[config.mk]
export PLATFORM = sky130hd
export DESIGN_NAME = axi4lite_cmd_master
export DESIGN_NICKNAME = d
export VERILOG_FILES = /design/src/rtl/axi4lite_cmd_master.sv
export SDC_FILE = /design/constraint.sdc
export NUM_CORES = 1
export LEC_CHECK = 0
export CORE_MARGIN = 4
export CORE_UTILIZATION = 34
export DETAILED_ROUTE_END_ITERATION = 10
export HOLD_SLACK_MARGIN = 0.08
export SETUP_SLACK_MARGIN = 0.2
export SLEW_MARGIN = 20
export SYNTH_ARGS = -nofsm -noshare
export SYNTH_HDL_FRONTEND = slang
export SYNTH_SLANG_ARGS = --single-unit
export TNS_END_PERCENT = 5
[constraint.sdc]
create_clock -name m_axi_aclk -period 3.6 [get_ports m_axi_aclk]
set_clock_uncertainty 0.2 [all_clocks]
set_input_delay 0.72 -clock m_axi_aclk [delete_from_list [all_inputs] [get_ports m_axi_aclk]]
set_output_delay 0.72 -clock m_axi_aclk [all_outputs]
set_load 0.005 [all_outputs]
[src/rtl/axi4lite_cmd_master.sv]
// Turns a valid/ready command into one AXI4-Lite transaction at a time.
// Define AXI_TIMEOUT_EN to enable the per-transaction watchdog.
module axi4lite_cmd_master #(
   parameter int C_M_AXI_ADDR_WIDTH = 2,
   parameter int C_M_AXI_DATA_WIDTH = 8,
   parameter int C_TIMEOUT_CYCLES   = 16
) (
   input  logic                              m_axi_aclk,
   input  logic                              m_axi_aresetn,
   input  logic                              cmd_valid,
   output logic                              cmd_ready,
   input  logic                              cmd_write,
   input  logic [C_M_AXI_ADDR_WIDTH-1:0]     cmd_addr,
   input  logic [C_M_AXI_DATA_WIDTH-1:0]     cmd_wdata,
   input  logic [C_M_AXI_DATA_WIDTH/8-1:0]   cmd_wstrb,
   output logic                              rsp_valid,
   input  logic                              rsp_ready,
   output logic [C_M_AXI_DATA_WIDTH-1:0]     rsp_rdata,
   output logic [1:0]                        rsp_resp,
   output logic [C_M_AXI_ADDR_WIDTH-1:0]     m_axi_awaddr,
   output logic                              m_axi_awvalid,
   input  logic                              m_axi_awready,
   output logic [C_M_AXI_DATA_WIDTH-1:0]     m_axi_wdata,
   output logic [C_M_AXI_DATA_WIDTH/8-1:0]   m_axi_wstrb,
   output logic                              m_axi_wvalid,
   input  logic                              m_axi_wready,
   input  logic [1:0]                        m_axi_bresp,
   input  logic                              m_axi_bvalid,
   output logic                              m_axi_bready,
   output logic [C_M_AXI_ADDR_WIDTH-1:0]     m_axi_araddr,
   output logic                              m_axi_arvalid,
   input  logic                              m_axi_arready,
   input  logic [C_M_AXI_DATA_WIDTH-1:0]     m_axi_rdata,
   input  logic [1:0]                        m_axi_rresp,
   input  logic                              m_axi_rvalid,
   output logic                              m_axi_rready
);

   localparam int AW = C_M_AXI_ADDR_WIDTH;
   localparam int DW = C_M_AXI_DATA_WIDTH;
   localparam int SW = C_M_AXI_DATA_WIDTH / 8;

   typedef enum logic [2:0] {
      S_IDLE,
      S_WR,
      S_WR_B,
      S_RD_A,
      S_RD_D,
      S_RSP
   } state_t;

   state_t          state_q, state_d;
   logic [AW-1:0]   addr_q, addr_d;
   logic [DW-1:0]   wdata_q, wdata_d;
   logic [SW-1:0]   wstrb_q, wstrb_d;
   logic [DW-1:0]   rdata_q, rdata_d;
   logic [1:0]      resp_q, resp_d;
   logic            awvalid_q, awvalid_d;
   logic            wvalid_q, wvalid_d;
   logic            bready_q, bready_d;
   logic            arvalid_q, arvalid_d;
   logic            rready_q, rready_d;
   logic            rsp_valid_q, rsp_valid_d;
   logic            aw_done_q, aw_done_d;
   logic            w_done_q, w_done_d;
   logic            b_seen_q, b_seen_d;

   logic cmd_fire;
   logic aw_hs, w_hs, b_hs, ar_hs, r_hs;
   logic aw_dn, w_dn, b_sn;
   logic busy;
   logic to_hit;

   assign cmd_ready = (state_q == S_IDLE) & m_axi_aresetn;
   assign cmd_fire  = cmd_valid & cmd_ready;

   assign aw_hs = awvalid_q & m_axi_awready;
   assign w_hs  = wvalid_q & m_axi_wready;
   assign b_hs  = bready_q & m_axi_bvalid;
   assign ar_hs = arvalid_q & m_axi_arready;
   assign r_hs  = rready_q & m_axi_rvalid;

   assign aw_dn = aw_done_q | aw_hs;
   assign w_dn  = w_done_q | w_hs;
   assign b_sn  = b_seen_q | b_hs;

   assign busy = (state_q == S_WR) | (state_q == S_WR_B) |
                 (state_q == S_RD_A) | (state_q == S_RD_D);

`ifdef AXI_TIMEOUT_EN
   logic [7:0] cnt_q;

   // Abort lands on the edge where the counter would reach the limit.
   assign to_hit = busy & (cnt_q == 8'(C_TIMEOUT_CYCLES - 1));

   always_ff @(posedge m_axi_aclk or negedge m_axi_aresetn) begin
      if (!m_axi_aresetn)
         cnt_q <= '0;
      else if (cmd_fire)
         cnt_q <= '0;
      else if (busy)
         cnt_q <= cnt_q + 8'd1;
   end
`else
   logic unused_timeout;

   assign to_hit = 1'b0;
   assign unused_timeout = ^8'(C_TIMEOUT_CYCLES);
`endif

   always_comb begin
      state_d     = state_q;
      addr_d      = addr_q;
      wdata_d     = wdata_q;
      wstrb_d     = wstrb_q;
      rdata_d     = rdata_q;
      resp_d      = resp_q;
      awvalid_d   = awvalid_q;
      wvalid_d    = wvalid_q;
      bready_d    = bready_q;
      arvalid_d   = arvalid_q;
      rready_d    = rready_q;
      rsp_valid_d = rsp_valid_q;
      aw_done_d   = aw_done_q;
      w_done_d    = w_done_q;
      b_seen_d    = b_seen_q;

      unique case (state_q)
         S_IDLE: begin
            if (cmd_fire) begin
               addr_d    = cmd_addr;
               rdata_d   = '0;
               resp_d    = 2'b00;
               aw_done_d = 1'b0;
               w_done_d  = 1'b0;
               b_seen_d  = 1'b0;
               if (cmd_write) begin
                  wdata_d   = cmd_wdata;
                  wstrb_d   = cmd_wstrb;
                  awvalid_d = 1'b1;
                  wvalid_d  = 1'b1;
                  bready_d  = 1'b1;
                  state_d   = S_WR;
               end else begin
                  wdata_d   = '0;
                  wstrb_d   = '0;
                  arvalid_d = 1'b1;
                  rready_d  = 1'b1;
                  state_d   = S_RD_A;
               end
            end
         end
         S_WR: begin
            if (aw_hs) awvalid_d = 1'b0;
            if (w_hs)  wvalid_d  = 1'b0;
            if (b_hs)  resp_d    = m_axi_bresp;
            aw_done_d = aw_dn;
            w_done_d  = w_dn;
            b_seen_d  = b_sn;
            // The slave may pulse B early, so B is tracked separately.
            if (aw_dn & w_dn) begin
               if (b_sn) begin
                  bready_d    = 1'b0;
                  rsp_valid_d = 1'b1;
                  state_d     = S_RSP;
               end else begin
                  state_d = S_WR_B;
               end
            end
         end
         S_WR_B: begin
            if (b_hs) begin
               resp_d      = m_axi_bresp;
               b_seen_d    = 1'b1;
               bready_d    = 1'b0;
               rsp_valid_d = 1'b1;
               state_d     = S_RSP;
            end
         end
         S_RD_A: begin
            if (ar_hs) begin
               arvalid_d = 1'b0;
               if (r_hs) begin
                  rdata_d     = m_axi_rdata;
                  resp_d      = m_axi_rresp;
                  rready_d    = 1'b0;
                  rsp_valid_d = 1'b1;
                  state_d     = S_RSP;
               end else begin
                  state_d = S_RD_D;
               end
            end
         end
         S_RD_D: begin
            if (r_hs) begin
               rdata_d     = m_axi_rdata;
               resp_d      = m_axi_rresp;
               rready_d    = 1'b0;
               rsp_valid_d = 1'b1;
               state_d     = S_RSP;
            end
         end
         S_RSP: begin
            if (rsp_valid_q & rsp_ready) begin
               rsp_valid_d = 1'b0;
               state_d     = S_IDLE;
            end
         end
         default: state_d = S_IDLE;
      endcase

      if (to_hit) begin
         awvalid_d   = 1'b0;
         wvalid_d    = 1'b0;
         bready_d    = 1'b0;
         arvalid_d   = 1'b0;
         rready_d    = 1'b0;
         rdata_d     = '0;
         resp_d      = 2'b11;
         rsp_valid_d = 1'b1;
         state_d     = S_RSP;
      end
   end

   always_ff @(posedge m_axi_aclk or negedge m_axi_aresetn) begin
      if (!m_axi_aresetn) begin
         state_q     <= S_IDLE;
         addr_q      <= '0;
         wdata_q     <= '0;
         wstrb_q     <= '0;
         rdata_q     <= '0;
         resp_q      <= 2'b00;
         awvalid_q   <= 1'b0;
         wvalid_q    <= 1'b0;
         bready_q    <= 1'b0;
         arvalid_q   <= 1'b0;
         rready_q    <= 1'b0;
         rsp_valid_q <= 1'b0;
         aw_done_q   <= 1'b0;
         w_done_q    <= 1'b0;
         b_seen_q    <= 1'b0;
      end else begin
         state_q     <= state_d;
         addr_q      <= addr_d;
         wdata_q     <= wdata_d;
         wstrb_q     <= wstrb_d;
         rdata_q     <= rdata_d;
         resp_q      <= resp_d;
         awvalid_q   <= awvalid_d;
         wvalid_q    <= wvalid_d;
         bready_q    <= bready_d;
         arvalid_q   <= arvalid_d;
         rready_q    <= rready_d;
         rsp_valid_q <= rsp_valid_d;
         aw_done_q   <= aw_done_d;
         w_done_q    <= w_done_d;
         b_seen_q    <= b_seen_d;
      end
   end

   assign m_axi_awaddr  = addr_q;
   assign m_axi_araddr  = addr_q;
   assign m_axi_wdata   = wdata_q;
   assign m_axi_wstrb   = wstrb_q;
   assign m_axi_awvalid = awvalid_q;
   assign m_axi_wvalid  = wvalid_q;
   assign m_axi_bready  = bready_q;
   assign m_axi_arvalid = arvalid_q;
   assign m_axi_rready  = rready_q;
   assign rsp_valid     = rsp_valid_q;
   assign rsp_rdata     = rdata_q;
   assign rsp_resp      = resp_q;

endmodule
==> flow_metrics.tcl, run 1 <==
set metrics [dict create \
    synth.avg_cell_area_um2 9.31 \
    synth.distinct_cells 40 \
    leakagePower_nw 1.08 \
    synth_edf_count 0 \
    drc_errors 0 \
    grt_use_total_pct 15.4 \
    place_area_um2 2440 \
    grt.overflow.total 0 \
    cts_buffers 5 \
    multi_input_area_um2 836 \
    grt_pass1_wl_mm 7.64 \
    grt_pass1_vias 1532 \
    period_needed_ps 3010 \
    fin_area_um2 2520 \
    critPathRequiredTime_ps 2680 \
    max_slew_margin_pct 52.0 \
    worst_slack_ps 588 \
    grt_antenna_before_repair 0 \
    initial_utilization_pct 35.0 \
    power.density_nw_per_um2 772 \
    syn_nets 224 \
    final.setup.tns_ps 0 \
    num_vias 1577 \
    cts_root_buf "clkbuf_8" \
    cp_data_arrival_time_ps 2090 \
    antennaDiodeCount 0 \
    fillers 506 \
    cts.path.max_buffers 2 \
    yosys_warnings 0 \
    post_drt_wl_per_cell_um 14.2 \
    final_antenna_net_count 0 \
    ys_ff_latch 33 \
    via_per_inst 4.91 \
    clk_pin_slew_ps 70 \
    critical_path.max_fanout 17 \
    dieWidth_um 80.3 \
    h-tree-depth 2 \
    layout-drive-gt1-share_pct 7.97 \
    ir_drop_mv 0.274 \
    boundaryPins 63 \
    core_area_um2 5070 \
    wl_mm 4.57 \
    hold_buffers 0 \
    worstSkewPairLatency_ps 280 \
    fmax_ghz 0.332 \
    num_rows 26 \
    drtIter0Drc 101 \
    async_flop_share_pct 100 \
    worstMarginPinSlew_ps 717 \
    drv_slew 0 \
    cts_tree "built" \
    final_hold_viol_count 0 \
    syn-cell-area_um2 1780 \
    gp_congestion 0.862 \
    critical_path.endpoint_type "primary output" \
    synthFlopType "dfrtp_1" \
    die-area_um2 6450 \
    port_buffers 62 \
    drt-pass1-iter-count 4 \
    ys_seq_area_share_pct 46.4 \
    rsz0062_at_grt "no" \
    crit_type "flop to primary output" \
    cts_resized 0 \
    grt_max_degree 25 \
    area_growth_pct 41.7 \
    hp-class "primary input to asynchronous set/reset pin" \
    clock_sink_count 33 \
    pre_cts_ws_ps 900 \
    startpoint_type "flop" \
    dieHeight_um 80.3 \
    cap_viol_max_count 0 \
    cts_setup_buffers 0 \
    synth_cells 191 \
    hpwl_mm 3.30 \
    period_share_pct 83.7 \
    regArea_um2 826 \
    status "finished clean" \
    setup_viol 0 \
    nets 283 \
]
critical path: stages (launching register included):
cell	delay (ps)
dfrtp_1	580
nor3_1	530
and2_1	200
clkdlybuf4s50_1	510
per-layer routing:
layer  global-route usage (%)  vias up  share of wire (%)
li1                         -      792                  -
met4                     4.73        0               0.87
met5                        0        -                  0
met1                     21.3      720                 47
met3                     6.95        4                 10
met2                     21.4       61                 42
where the power goes:
part | switching, mW | leakage (nW) | total [mW] | internal [mW]
Combinational | 0.457 | 0.622 | 1.01 | 0.550
Clock | 0.132 | 0.0385 | 0.269 | 0.137
Sequential | 0.136 | 0.422 | 0.670 | 0.534
Total | 0.725 | 1.08 | 1.95 | 1.22
stage by stage:
| stage | hold slack, ps | instances | power (mW) | util (%) |
|---|---|---|---|---|
| CTS | 158 | 321 | 1.97 | 49.7 |
| global route | 179 | 321 | 2.12 | 49.7 |
| floorplan | 224 | 191 | 1.24 | - |
| global placement | 260 | 313 | 1.68 | 48.0 |
| detailed placement | 269 | 313 | 1.69 | 48.0 |
| finish | 166 | 321 | 1.95 | 49.7 |
area by class of cell:
type	instances	area share, %
repair buffers	65	25.3
flip-flops and latches	33	32.8
clock inverters	1	0.298
multi-input cells	132	33.2
inverters	13	1.94
well taps	70	3.48
clock buffers	7	3.03
placed cells by master (no fill, tap or decap), drive strengths merged, types with 2 or more instances in the layout:
master	netlist	final
clkdlybuf4s50	0	61
nand2	39	39
dfrtp	33	33
o21ai	17	17
inv	13	13
mux2i	10	10
a21oi	8	8
nand3	7	7
clkbuf	6	7
a21o	6	6
mux2	5	5
o31ai	4	4
nor2	4	4
buf	7	4
a32o	3	3
a31oi	3	3
nand3b	2	2
a22o	2	2
nand4	2	2
o211ai	2	2
nor4bb	2	2
a221oi	2	2
synthesized netlist by cell type (3+ instances only):
cell type | n | area [um2]
nand2_1 | 39 | 146
dfrtp_1 | 33 | 826
o21ai_0 | 17 | 85.1
inv_1 | 13 | 48.8
mux2i_1 | 10 | 100
a21oi_1 | 8 | 40.0
nand3_1 | 7 | 35.0
a21o_1 | 6 | 45.0
clkbuf_1 | 6 | 22.5
mux2_2 | 5 | 56.3
o31ai_1 | 4 | 30.0
a31oi_1 | 3 | 18.8
a32o_1 | 3 | 30.0
buf_2 | 3 | 15.0
nor2_1 | 3 | 11.3
state kept, by name (all words and copies together), names as in the netlist:
name,flops
m_axi_wdata,8
b_seen_q,1
m_axi_rready,1
rsp_resp,2
m_axi_wstrb,1
state_q,3
m_axi_bready,1
rsp_rdata,8
m_axi_awvalid,1
rsp_valid,1
m_axi_arvalid,1
m_axi_wvalid,1
aw_done_q,1
m_axi_araddr,2
w_done_q,1
kinds of logic (layout without fill, tap and decap cells):
family	count (synthesis)	in the layout	synth area share, %
AO/OA/AOI/OAI	54	54	21.7
multiplexers	15	15	8.80
buffers and inverters	26	86	6.54
flip-flops	33	33	46.4
AND/OR/NAND/NOR	63	63	16.5
final timing paths:
| kind | from | endpoint | slack, ps | depth (start not counted) |
|---|---|---|---|---|
| worst max-delay path | state_q[0] | cmd_ready | 590 | 3 |
| worst min-delay path | m_axi_aresetn | m_axi_wstrb | 170 | 1 |
| worst max register to register | state_q[0] | m_axi_araddr[0] | 1070 | 3 |
| worst min register to register | m_axi_wdata[4] | m_axi_wdata[4] | 280 | 2 |
| max in group asynchronous | m_axi_aresetn | rsp_resp[1] | 2420 | 2 |
| min in group m_axi_aclk | m_axi_wdata[4] | m_axi_wdata[4] | 280 | 2 |
Power figures use the tool's default switching activity.
==> run 2, diff against run 1 <==
==> constraint.sdc (replaced) <==
create_clock -name m_axi_aclk -period 2.9 [get_ports m_axi_aclk]
set_clock_uncertainty 0.2 [all_clocks]
set_input_delay 0.58 -clock m_axi_aclk [delete_from_list [all_inputs] [get_ports m_axi_aclk]]
set_output_delay 0.58 -clock m_axi_aclk [all_outputs]
set_load 0.005 [all_outputs]
==> run 2 against run 1 <==
  * Highest routed layer unchanged
  * Sequential share of layout area decreased by 1.0 points
  * First-iteration DRC count increased by 75%
  * Cell count increased by 1.9%
  * Largest cell class unchanged
  * Sequential power increased by 23%
  * Critical endpoint unchanged
  * Die area unchanged
  * Flip-flop and latch count unchanged
  * Non-clock buffer count increased by 6
==> flow_metrics.tcl, run 2 (same netlist as run 1, synthesis figures left out) <==
set metrics [dict create \
    placed_cells_incl_taps 318 \
    hold_buffers 1 \
    drt-pass1-iter-count 4 \
    initial_utilization_pct 35.0 \
    critical_path.max_fanout 9 \
    h-tree-depth 2 \
    power.density_nw_per_um2 982 \
    combPwrFrac_pct 50.3 \
    die-area_um2 6450 \
    boundaryPins 63 \
    fin_cells 327 \
    cp_data_arrival_time_ps 1700 \
    worstSkewPairLatency_ps 280 \
    clk_pin_slew_ps 70 \
    wl_mm 4.63 \
    status "finished clean" \
    grt_use_total_pct 15.3 \
    startpoint_type "flop" \
    antennaDiodeCount 0 \
    worst_slack_ps 422 \
    cts_setup_buffers 0 \
    cts_tree "built" \
    nets 289 \
    pwr-share-seq_pct 32.2 \
    internal_power_mw 1.65 \
    drv_slew 0 \
    core_area_um2 5070 \
    fillers 497 \
    drc_errors 0 \
    dieWidth_um 80.3 \
    layout-drive-gt1-share_pct 10.1 \
    dieHeight_um 80.3 \
    critical_path.endpoint_type "primary output" \
    setup_viol 0 \
    cts_root_buf "clkbuf_8" \
    leakagePower_nw 1.13 \
    num_vias 1605 \
    hp-class "primary input to asynchronous set/reset pin" \
    final_antenna_net_count 0 \
    ir_drop_mv 0.423 \
    cts_resized 0 \
    final_cell_mix "61 x clkdlybuf4s50_1, 39 x nand2_1, 33 x dfrtp_1" \
    critPathRequiredTime_ps 2120 \
    clock_sink_count 33 \
    period_needed_ps 2480 \
    period_share_pct 85.4 \
    pre_cts_ws_ps 434 \
    cts.path.max_buffers 2 \
    grt_antenna_before_repair 0 \
    sw_frac_of_total_pct 35.3 \
    final.setup.tns_ps 0 \
    cap_viol_max_count 0 \
    drtIter0Drc 177 \
    via_per_inst 4.91 \
    hpwl_mm 3.45 \
    post_drt_wl_per_cell_um 14.2 \
    final_common_cell "clkdlybuf4s50_1" \
    crit_type "flop to primary output" \
    grt.overflow.total 0 \
    worstMarginPinSlew_ps 574 \
    fmax_ghz 0.404 \
    p_sw_mw 0.902 \
    clkPwrFrac_pct 17.5 \
    num_rows 26 \
    grt_pass1_wl_mm 7.54 \
    hold_ws_ps 184 \
    area_growth_pct 46.2 \
    gp_congestion 0.798 \
    cts_buffers 5 \
    max_slew_margin_pct 61.7 \
    final_hold_viol_count 0 \
    grt_pass1_vias 1565 \
    port_buffers 62 \
    grt_max_degree 25 \
    rsz0062_at_grt "no" \
]
-- run 2: changes by cell type in the layout (fill, tap and decap cells not counted), sizes merged --
cell	delta
dlygate4sd3	+1
buf	+5
clkinvlp	-1
bufinv	+1
-- run 2: path summary, 6_finish.rpt --
check / slack, ps / cells past startpoint / to / start
max in group asynchronous: 1560 / 2 / aw_done_q / m_axi_aresetn
max: 420 / 3 / cmd_ready / state_q[0]
min in group m_axi_aclk: 290 / 2 / m_axi_wdata[5] / m_axi_wdata[5]
min: 180 / 2 / state_q[0] / m_axi_aresetn
min reg2reg: 290 / 2 / m_axi_wdata[5] / m_axi_wdata[5]
max reg2reg: 750 / 5 / rsp_resp[1] / state_q[1]
-- run 2: layout make-up --
type | instances | area (um2) | area share [%]
Sequential cell | 33 | 826 | 31.8
Clock inverter | 1 | 30.0 | 1.15
Tap cell | 70 | 87.6 | 3.37
Inverter | 13 | 48.8 | 1.88
Multi-Input combinational cell | 132 | 836 | 32.1
Timing Repair Buffer | 71 | 686 | 26.4
Clock buffer | 7 | 86.3 | 3.32
-- run 2: power groups by stage --
stage	registers (mW)	clock network, mW	logic [mW]
after CTS	0.822	0.462	1.30
after global placement	0.828	0	1.29
after floorplan	0.804	0	0.736
after global routing	0.849	0.479	1.42
final	0.821	0.447	1.28
after detailed placement	0.828	0	1.29
-- run 2: layer usage --
| metal | track usage (%) | vias to the layer above | wire length (um) |
|---|---|---|---|
| met3 | 5.83 | 6 | 385 |
| li1 | - | 805 | - |
| met4 | 5.57 | 0 | 82 |
| met5 | 0 | - | 0 |
| met2 | 22.5 | 62 | 2010 |
| met1 | 20.2 | 732 | 2160 |
-- run 2: through the flow --
| step | instance area (um2) | total power [mW] | utilization [%] |
|---|---|---|---|
| final | 2600 | 2.55 | 51.2 |
| after global routing | 2600 | 2.75 | 51.2 |
| after CTS | 2600 | 2.58 | 51.2 |
| after detailed placement | 2470 | 2.12 | 48.7 |
| after global placement | 2470 | 2.12 | 48.7 |
| after floorplan | 1780 | 1.54 | - |
-- run 2: critical path: stages (launching register included) --
cell and delay [ps]:
dfrtp_1 490, nor3_1 260, and2_1 160, clkdlybuf4s50_1 520
==> edit: new RTL, settings of run 2 <==
Add a define of `AXI_TIMEOUT_EN`.
--- a/src/rtl/axi4lite_cmd_master.sv
+++ b/src/rtl/axi4lite_cmd_master.sv
@@ -1,4 +1,6 @@
 // Turns a valid/ready command into one AXI4-Lite transaction at a time.
 // Define AXI_TIMEOUT_EN to enable the per-transaction watchdog.
+`define AXI_TIMEOUT_EN
+
 module axi4lite_cmd_master #(
    parameter int C_M_AXI_ADDR_WIDTH = 2,
Formal check against the unedited RTL: same outputs for any inputs over 10 cycles, from zero or initial values and one cycle with m_axi_aresetn low; that may be too few to reach the edited logic, so the function may still have changed.
==> edit against run 2 <==
Worst setup slack worse by 54 ps; area after synthesis grew 26%; sequential cell count increased by 8; first-iteration DRC count decreased by 40%; routed wire length increased by 27%; global-route usage rose by 0.40 points; via count up 26%; final area grew 18%; die area rose by 24%; critical path depth is the same; register-to-register slack got worse by 320 ps; total power up 25%.
==> edit: results (changes against run 2) <==
inverter count=5 (-8); Worst path slowest cell=clkdlybuf4s50_1; Highest Signal Layer=met4; CP peak stage delay=510 ps; Worst EP arrival=1750 ps (+50 ps); multi-input combinational area share=36.43% (+4.3 points); first-pass GRT wire length=9742 um (+29%); status=completed; Seq area share=33.57% (+1.8 points); FILL cells=643 (+29%); Pint=1.924 mW (+17%); largest net degree at the start of global routing=24 (-4.0%); met3 Use GR=3.594% (-2.2 points); Routed met2 length=2603 um (+30%); Post-CTS Setup Inserts=0 (unchanged); worst skew pair latency=300 ps (+20 ps); VDD IR max=0.0003684 V (-13%); met2 GRT Util=24.98% (+2.5 points); syn_nets=283 (+26%); met1 wire length=2805 um (+30%); static leakage=1.309 nW (+16%); sequential cell count=41 (+24%); CTS Buffer Depth=2 (unchanged); pwr dens=1042 mW/mm2 (+6.1%); All-Layer GR Usage=15.66% (+0.40 points); Area growth, synth to finish=35.95%; Ant. Diodes=0 (unchanged); Inst Count DP=384 (+21%); fin nets=348 (+20%); Finished Layout Cells=391 (+20%); crit-path leading delay family=buffers and inverters; H-Tree Depth=2 (unchanged); met3 wire length=414 um (+7.5%); vias in the first global route=2,005 (+28%); met1 global-route usage=21.39% (+1.2 points); vias per cell=5.176 (+5.5%); register area share after synthesis=45.63% (-0.81 points); initial DRC count=106 (-40%); first-pass iteration count of the detailed router=4 (unchanged); Main synth FF type=dfrtp_1; Data buffer area share=22.84% (-3.5 points); RePlAce Congestion=0.8234 (+3.2%); post-synthesis cell type count=54 (+35%); WL final=5876 um (+27%); layout cells sized above 1=10.51% (+0.39 points); Synth Cell Area=0.002248 mm2 (+26%); CP max FO=10 (+1); clk slew on worst S/H paths=~80 ps; synth top area cells=dfrtp_1 46%, nand2_1 7.7%, o21ai_0 4.5%; Setup Slack @ Placement=322.1 ps (-112.0 ps); comb_multi_in=188 (+42%); list of most frequent post-synthesis cells=46 x nand2_1, 41 x dfrtp_1, 20 x nor2_1, 20 x o21ai_0, 15 x a21oi_1; Worst Tran Pin Value=712.4 ps (+138.8 ps); PortBufs=62 (unchanged); Placed Area=0.002953 mm2 (+19%); HPWL Detailed=4383 um (+27%); Signal buffers=73 (+2.8%); Mean Syn Cell Area=9.030 um2 (-3.0%); ClkCell Share=3.397% (-1.1 points)
[edit: changes by cell type in the layout (fill, tap and decap cells not counted), sizes merged, moves of 6 or more]
cell / run 2 / this run
xnor2: 0 / 6
nor2: 4 / 22
mux2i: 10 / 2
nand2: 39 / 46
nand3: 7 / 14
dfrtp: 33 / 41
a21oi: 8 / 16
inv: 13 / 4
o31ai: 4 / 12
[edit: path summary, 6_finish.rpt]
| path | start | depth (start not counted) | to | slack (ps) |
|---|---|---|---|---|
| worst max-delay path | state_q[0]$_DFFE_PN0P_ | 3 | cmd_ready | 370 |
| worst min register to register | m_axi_wdata[4]$_DFFE_PN0P_ | 2 | m_axi_wdata[4]$_DFFE_PN0P_ | 270 |
| worst max register to register | state_q[0]$_DFFE_PN0P_ | 5 | rsp_resp[0]$_DFFE_PN0P_ | 430 |
| worst min-delay path | m_axi_aresetn | 2 | rsp_valid$_DFFE_PN0P_ | 80 |
| max in group asynchronous | m_axi_aresetn | 2 | m_axi_wdata[1]$_DFFE_PN0P_ | 2180 |
| min in group m_axi_aclk | m_axi_wdata[4]$_DFFE_PN0P_ | 2 | m_axi_wdata[4]$_DFFE_PN0P_ | 270 |
[edit: kinds of logic (layout without fill, tap and decap cells)]
logic type	after synthesis	count (layout)	synth area share [%]
AND/OR/NAND/NOR	99	99	19.87
AO/OA/AOI/OAI	76	76	24.15
flip-flops	41	41	45.63
buffers and inverters	20	85	4.841
XOR/XNOR	8	8	3.116
multiplexers	3	3	1.391
adder cells (fa/ha/maj)	2	2	1.002
[edit: power groups by stage]
stage	clock, mW	combinational, mW	sequential (mW)
floorplan	0	1.09	0.994
CTS	0.460	1.74	1.02
global route	0.492	1.93	1.06
global placement	0	1.71	1.03
finish	0.446	1.72	1.02
detailed placement	0	1.73	1.03
